File: src/rtl/ingress_fifo_pkg.sv
// Shared definitions for the ingress buffer and the router stages that consume it.
// Holds default geometry, the destination tag field position and the occupancy width helper.
package ingress_fifo_pkg;

  localparam int DEF_WIDTH = 10;
  localparam int DEF_DEPTH = 8;
  localparam int TAG_MSB   = 9;
  localparam int TAG_LSB   = 8;

  // Occupancy needs one more bit than the pointers so that DEPTH itself is representable.
  function automatic int cnt_w(input int depth);
    return $clog2(depth) + 1;
  endfunction

endpackage

File: src/rtl/ingress_fifo_mem.sv
// DEPTH x WIDTH register file: synchronous write port, asynchronous read port, no reset.
module ingress_fifo_mem #(
  parameter int WIDTH = 10,
  parameter int DEPTH = 8,
  parameter int AW    = $clog2(DEPTH)
) (
  input  logic             clk,
  input  logic             we,
  input  logic [AW-1:0]    waddr,
  input  logic [WIDTH-1:0] wdata,
  input  logic [AW-1:0]    raddr,
  output logic [WIDTH-1:0] rdata
);

  logic [WIDTH-1:0] mem [DEPTH];

  always_ff @(posedge clk) begin
    if (we) begin
      mem[waddr] <= wdata;
    end
  end

  assign rdata = mem[raddr];

endmodule

File: src/rtl/ingress_fifo.sv
// Per-lane input buffer in front of the router: pointers, occupancy, registered flags,
// sticky misuse error and the registered head-word output.
module ingress_fifo
  import ingress_fifo_pkg::*;
#(
  parameter int WIDTH     = DEF_WIDTH,
  parameter int DEPTH     = DEF_DEPTH,
  parameter int AE_THRESH = 1,
  parameter int AF_THRESH = 2,
  localparam int AW       = $clog2(DEPTH),
  localparam int CNT_W    = cnt_w(DEPTH)
) (
  input  logic             clk,
  input  logic             reset,
  input  logic             push,
  input  logic [WIDTH-1:0] data_in,
  input  logic             pop,
  output logic [WIDTH-1:0] data_out,
  output logic             valid_out,
  output logic             empty,
  output logic             full,
  output logic             almost_empty,
  output logic             almost_full,
  output logic [CNT_W-1:0] count,
  output logic             error
);

  localparam logic [CNT_W-1:0] AE_LVL   = CNT_W'(AE_THRESH);
  localparam logic [CNT_W-1:0] AF_LVL   = CNT_W'(DEPTH - AF_THRESH);
  localparam logic [CNT_W-1:0] FULL_LVL = CNT_W'(DEPTH);

  logic [AW-1:0]    wr_ptr_q, wr_ptr_d;
  logic [AW-1:0]    rd_ptr_q, rd_ptr_d;
  logic [CNT_W-1:0] count_q, count_d;
  logic [WIDTH-1:0] data_out_q, data_out_d;
  logic             valid_out_q, valid_out_d;
  logic             empty_q, empty_d;
  logic             full_q, full_d;
  logic             ae_q, ae_d;
  logic             af_q, af_d;
  logic             error_q, error_d;
  logic             push_ok, pop_ok;
  logic [WIDTH-1:0] rdata;

  ingress_fifo_mem #(
    .WIDTH (WIDTH),
    .DEPTH (DEPTH),
    .AW    (AW)
  ) u_mem (
    .clk   (clk),
    .we    (push_ok),
    .waddr (wr_ptr_q),
    .wdata (data_in),
    .raddr (rd_ptr_q),
    .rdata (rdata)
  );

  always_comb begin
    pop_ok  = pop & ~empty_q;
    // A pop on a full buffer frees the slot the simultaneous push needs.
    push_ok = push & (~full_q | pop_ok);

    wr_ptr_d    = wr_ptr_q + AW'(push_ok);
    rd_ptr_d    = rd_ptr_q + AW'(pop_ok);
    count_d     = count_q + CNT_W'(push_ok) - CNT_W'(pop_ok);
    data_out_d  = pop_ok ? rdata : data_out_q;
    valid_out_d = pop_ok;

    // Flags follow the next occupancy so they line up with count.
    empty_d = (count_d == '0);
    full_d  = (count_d == FULL_LVL);
    ae_d    = (count_d <= AE_LVL);
    af_d    = (count_d >= AF_LVL);

    error_d = error_q | (push & ~push_ok) | (pop & ~pop_ok);
  end

  always_ff @(posedge clk or posedge reset) begin
    if (reset) begin
      wr_ptr_q    <= '0;
      rd_ptr_q    <= '0;
      count_q     <= '0;
      data_out_q  <= '0;
      valid_out_q <= 1'b0;
      empty_q     <= 1'b1;
      full_q      <= 1'b0;
      ae_q        <= 1'b1;
      af_q        <= 1'b0;
      error_q     <= 1'b0;
    end else begin
      wr_ptr_q    <= wr_ptr_d;
      rd_ptr_q    <= rd_ptr_d;
      count_q     <= count_d;
      data_out_q  <= data_out_d;
      valid_out_q <= valid_out_d;
      empty_q     <= empty_d;
      full_q      <= full_d;
      ae_q        <= ae_d;
      af_q        <= af_d;
      error_q     <= error_d;
    end
  end

  assign data_out     = data_out_q;
  assign valid_out    = valid_out_q;
  assign empty        = empty_q;
  assign full         = full_q;
  assign almost_empty = ae_q;
  assign almost_full  = af_q;
  assign count        = count_q;
  assign error        = error_q;

endmodule

File: config.mk
export PLATFORM = sky130hd
export DESIGN_NAME = ingress_fifo
export DESIGN_NICKNAME = d
export VERILOG_FILES = /design/src/rtl/ingress_fifo_pkg.sv /design/src/rtl/ingress_fifo_mem.sv /design/src/rtl/ingress_fifo.sv
export SDC_FILE = /design/constraint.sdc
export NUM_CORES = 1
export LEC_CHECK = 0
export CAP_MARGIN = 40
export CORE_ASPECT_RATIO = 1.25
export CORE_MARGIN = 2
export CORE_UTILIZATION = 23
export CTS_BUF_LIST = sky130_fd_sc_hd__clkbuf_4 sky130_fd_sc_hd__clkbuf_8
export DETAILED_ROUTE_END_ITERATION = 16
export GPL_TIMING_DRIVEN = 0
export PLACE_DENSITY = 0.44
export SYNTH_ARGS = -nofsm -noshare
export SYNTH_HDL_FRONTEND = slang
export SYNTH_SLANG_ARGS = --single-unit
File: constraint.sdc
create_clock -name clk -period 2.1 [get_ports clk]
set_clock_uncertainty 0.1 [all_clocks]
set_input_delay 0.21 -clock clk [delete_from_list [all_inputs] [get_ports clk]]
set_output_delay 0.21 -clock clk [all_outputs]
set_load 0.02 [all_outputs]
==> metrics.txt <==
status complete, but fails checks; failing checks negative setup slack; Antenna Cells 0; Mapped Cells 254; initial antenna violation count 0; Total Power 7.13 mW; Slew @ Worst Pin 0.789 ns; gpl congestion 0.696; top cells by area, synth edfxtp_1 58%, dfrtp_1 14%, mux2i_1 9.6%; GR Util All Layers 10.5%; maximum fanout along the worst path 5; Final Util 30.2%; DR DRC count 0; total routed wirelength 9720 µm; final std cells w/o fill 545; first-pass GRT wire length 14700 µm; unrepaired setup endpoints after global routing yes; TNS Setup -0.222 ns; top achievable clock speed 457 MHz; Worst path slowest cell dfstp_2; Post-Syn Area 4160 µm²; Clk Latency, worst-skew pair 0.36 ns; clock net sink count 106; placed cells 521; Critical R2R Launch empty; final setup fails 3; Critical Path Source empty; Placed Area 4990 µm²; H-tree Lvls 3; CP startpoint kind flop; final layout net count 339; I/O pin cnt 34; GR Overflow Total 0; HPWL after DPL 6350 µm; Slew Viols, Final 0; clock slew at reported path FFs 0.10 ns; cell taking the most area after synthesis edfxtp_1; Lkg Pwr 1.98 nW; Max-Slew Margin vs Limit 47.4%; Finished Cell Area 5300 µm²; final hold vios 0; WP data arrival 2.37 ns; crit path kind reg -> reg; syn_area_per_cell 16.4 µm²; DIE WIDTH 124 µm; # rows 54; post-placement worst setup slack -0.491 ns; final worst slack -0.0875 ns; final hold slack 0.144 ns; Die ar. 19200 µm²; clock root buffer clkbuf_8; Max Buffers Root-to-Sink 2; DR WL/cell 17.8 µm; slowest stage delay, CP 0.54 ns; area delta synth->final 27.6%; crit-path cells nand2b_4 -> nand2_4 -> nand2_4 -> ha_4 -> inv_4 -> ha_4 -> a21o_1 -> a21oi_2 -> xnor2_2 -> nor4b_4; largest net degree at the start of global routing 17; power per standard cell area 1340 nW/µm²; Vias per Instance 4.21; vias in the first global route 2287; Syn Nets 277; Critical Path RT 2.28 ns; Max-cap violations 0; Max rail drop VDD 0.312 mV; minimum clock period 2.19 ns; share of Yosys cell area claimed by the top area cell type 57.8%; CTS Buf Count 9; CTS Hold Buffers Added 0; R2R Path End full; R2R depth 10; Starting DRT DRC Count 107; sequential fraction of the synthesis area 73.5%; endpoint class of the critical path flop; share of layout cells above drive strength 1 20.9%; Yosys reg bits 106; number of routed nets with antenna violations 0; Synthesis Warnings 0; I/O Buffers 33; Netlist cell types 31; CORE AREA 17600 µm²; Tcrit/Tclk final 104%; drt pass-1 iters 4; via count 2295; TritonCTS clock tree yes; Die Y 154 µm; Initial Util 23.7%; Worst R2R Setup Slack -0.09 ns; min-delay worst type in -> async
[placed cells by master, fill, tap and decap left out, types with 4 or more instances in the layout]
cell type and instances:
buf_6 9, buf_4 14, ha_1 5, clkdlybuf4s50_1 33, mux2i_1 40, nor3_4 4
clkbuf_8 9, nand2_1 22, a22oi_1 20, nand3_1 10, edfxtp_1 80, dfrtp_1 24
inv_1 4
[worst max-delay path: cells and delay by family, from the launching register on]
family,cells,cell delay [ns]
adder cells (fa/ha/maj),2,0.38
buffers and inverters,1,0.04
XOR/XNOR,1,0.32
flip-flops,1,0.54
AO/OA/AOI/OAI,2,0.19
AND/OR/NAND/NOR,4,0.54
[area by class of cell]
cell class,count,area [µm²]
fill,1774,12300
tap,224,280
multi-input combinational,131,1190
clock inverter,5,22.5
inverter,7,31.3
sequential,106,3060
clock buffer,11,139
timing repair buffer,52,519
buffer,9,63.8
[where the power goes]
| part | internal [mW] | switching, mW |
|---|---|---|
| combinational | 1.35 | 1.70 |
| clock | 0.445 | 0.649 |
| sequential | 2.73 | 0.263 |
| total | 4.52 | 2.61 |
[flip-flops by register name, indices dropped and copies added (netlist names)]
name and count:
almost_empty 1, count 4, almost_full 1, rd_ptr_q 3, error 1, full 1
data_out 10, valid_out 1, u_mem.mem 80, wr_ptr_q 3, empty 1
[how the worst max path moves through the flow]
stage	to	slack (ns)
after floorplan	almost_full	-0.19
after global placement	u_mem.mem[2][8]	-1.10
after detailed placement	full	-0.49
after CTS	empty	-0.18
after global routing	full	-0.18
final	full	-0.09
[synth_stat cells]
library cell	instances
a21oi_1	1
nor2b_1	2
clkbuf_2	3
nand2b_1	3
dfstp_2	2
a21oi_2	1
and2_1	1
o21bai_1	1
nor4b_1	1
nor3_1	5
clkbuf_1	1
a22oi_1	20
dfrtp_1	24
nor4_1	1
edfxtp_1	80
a21o_1	1
buf_2	1
buf_4	3
nand3_1	10
nor4_2	1
mux2i_1	40
nand2_1	24
a21o_2	1
inv_1	7
ha_1	8
xor2_1	3
nor2_1	4
fa_1	1
xnor2_1	1
xnor2_2	1
buf_6	2
[repair_timing]
item,4_1_cts,5_1_grt
resized for setup,16,5
pin swaps,6,10
endpoints found under the setup margin,29,43
setup buffers,5,4
[routing by layer]
layer  up-vias  global-route usage, %  wire length (µm)
li1       1078                      -                 -
met1      1165                   13.5              4330
met2        42                   17.3              4950
met3        10                   2.28               309
met4         0                   3.91               131
met5         -                      0                 0
[logic make-up (layout without fill, tap and decap cells)]
| logic type | after synthesis | count (layout) | share of synthesized area (%) |
|---|---|---|---|
| XOR/XNOR | 5 | 5 | 1.23 |
| AND/OR/NAND/NOR | 52 | 52 | 5.90 |
| adder cells (fa/ha/maj) | 9 | 9 | 2.89 |
| AO/OA/AOI/OAI | 25 | 25 | 4.52 |
| flip-flops | 106 | 106 | 73.5 |
| multiplexers | 40 | 40 | 9.64 |
| buffers and inverters | 17 | 84 | 2.29 |
No activity file was read; power rests on OpenSTA's default activity.
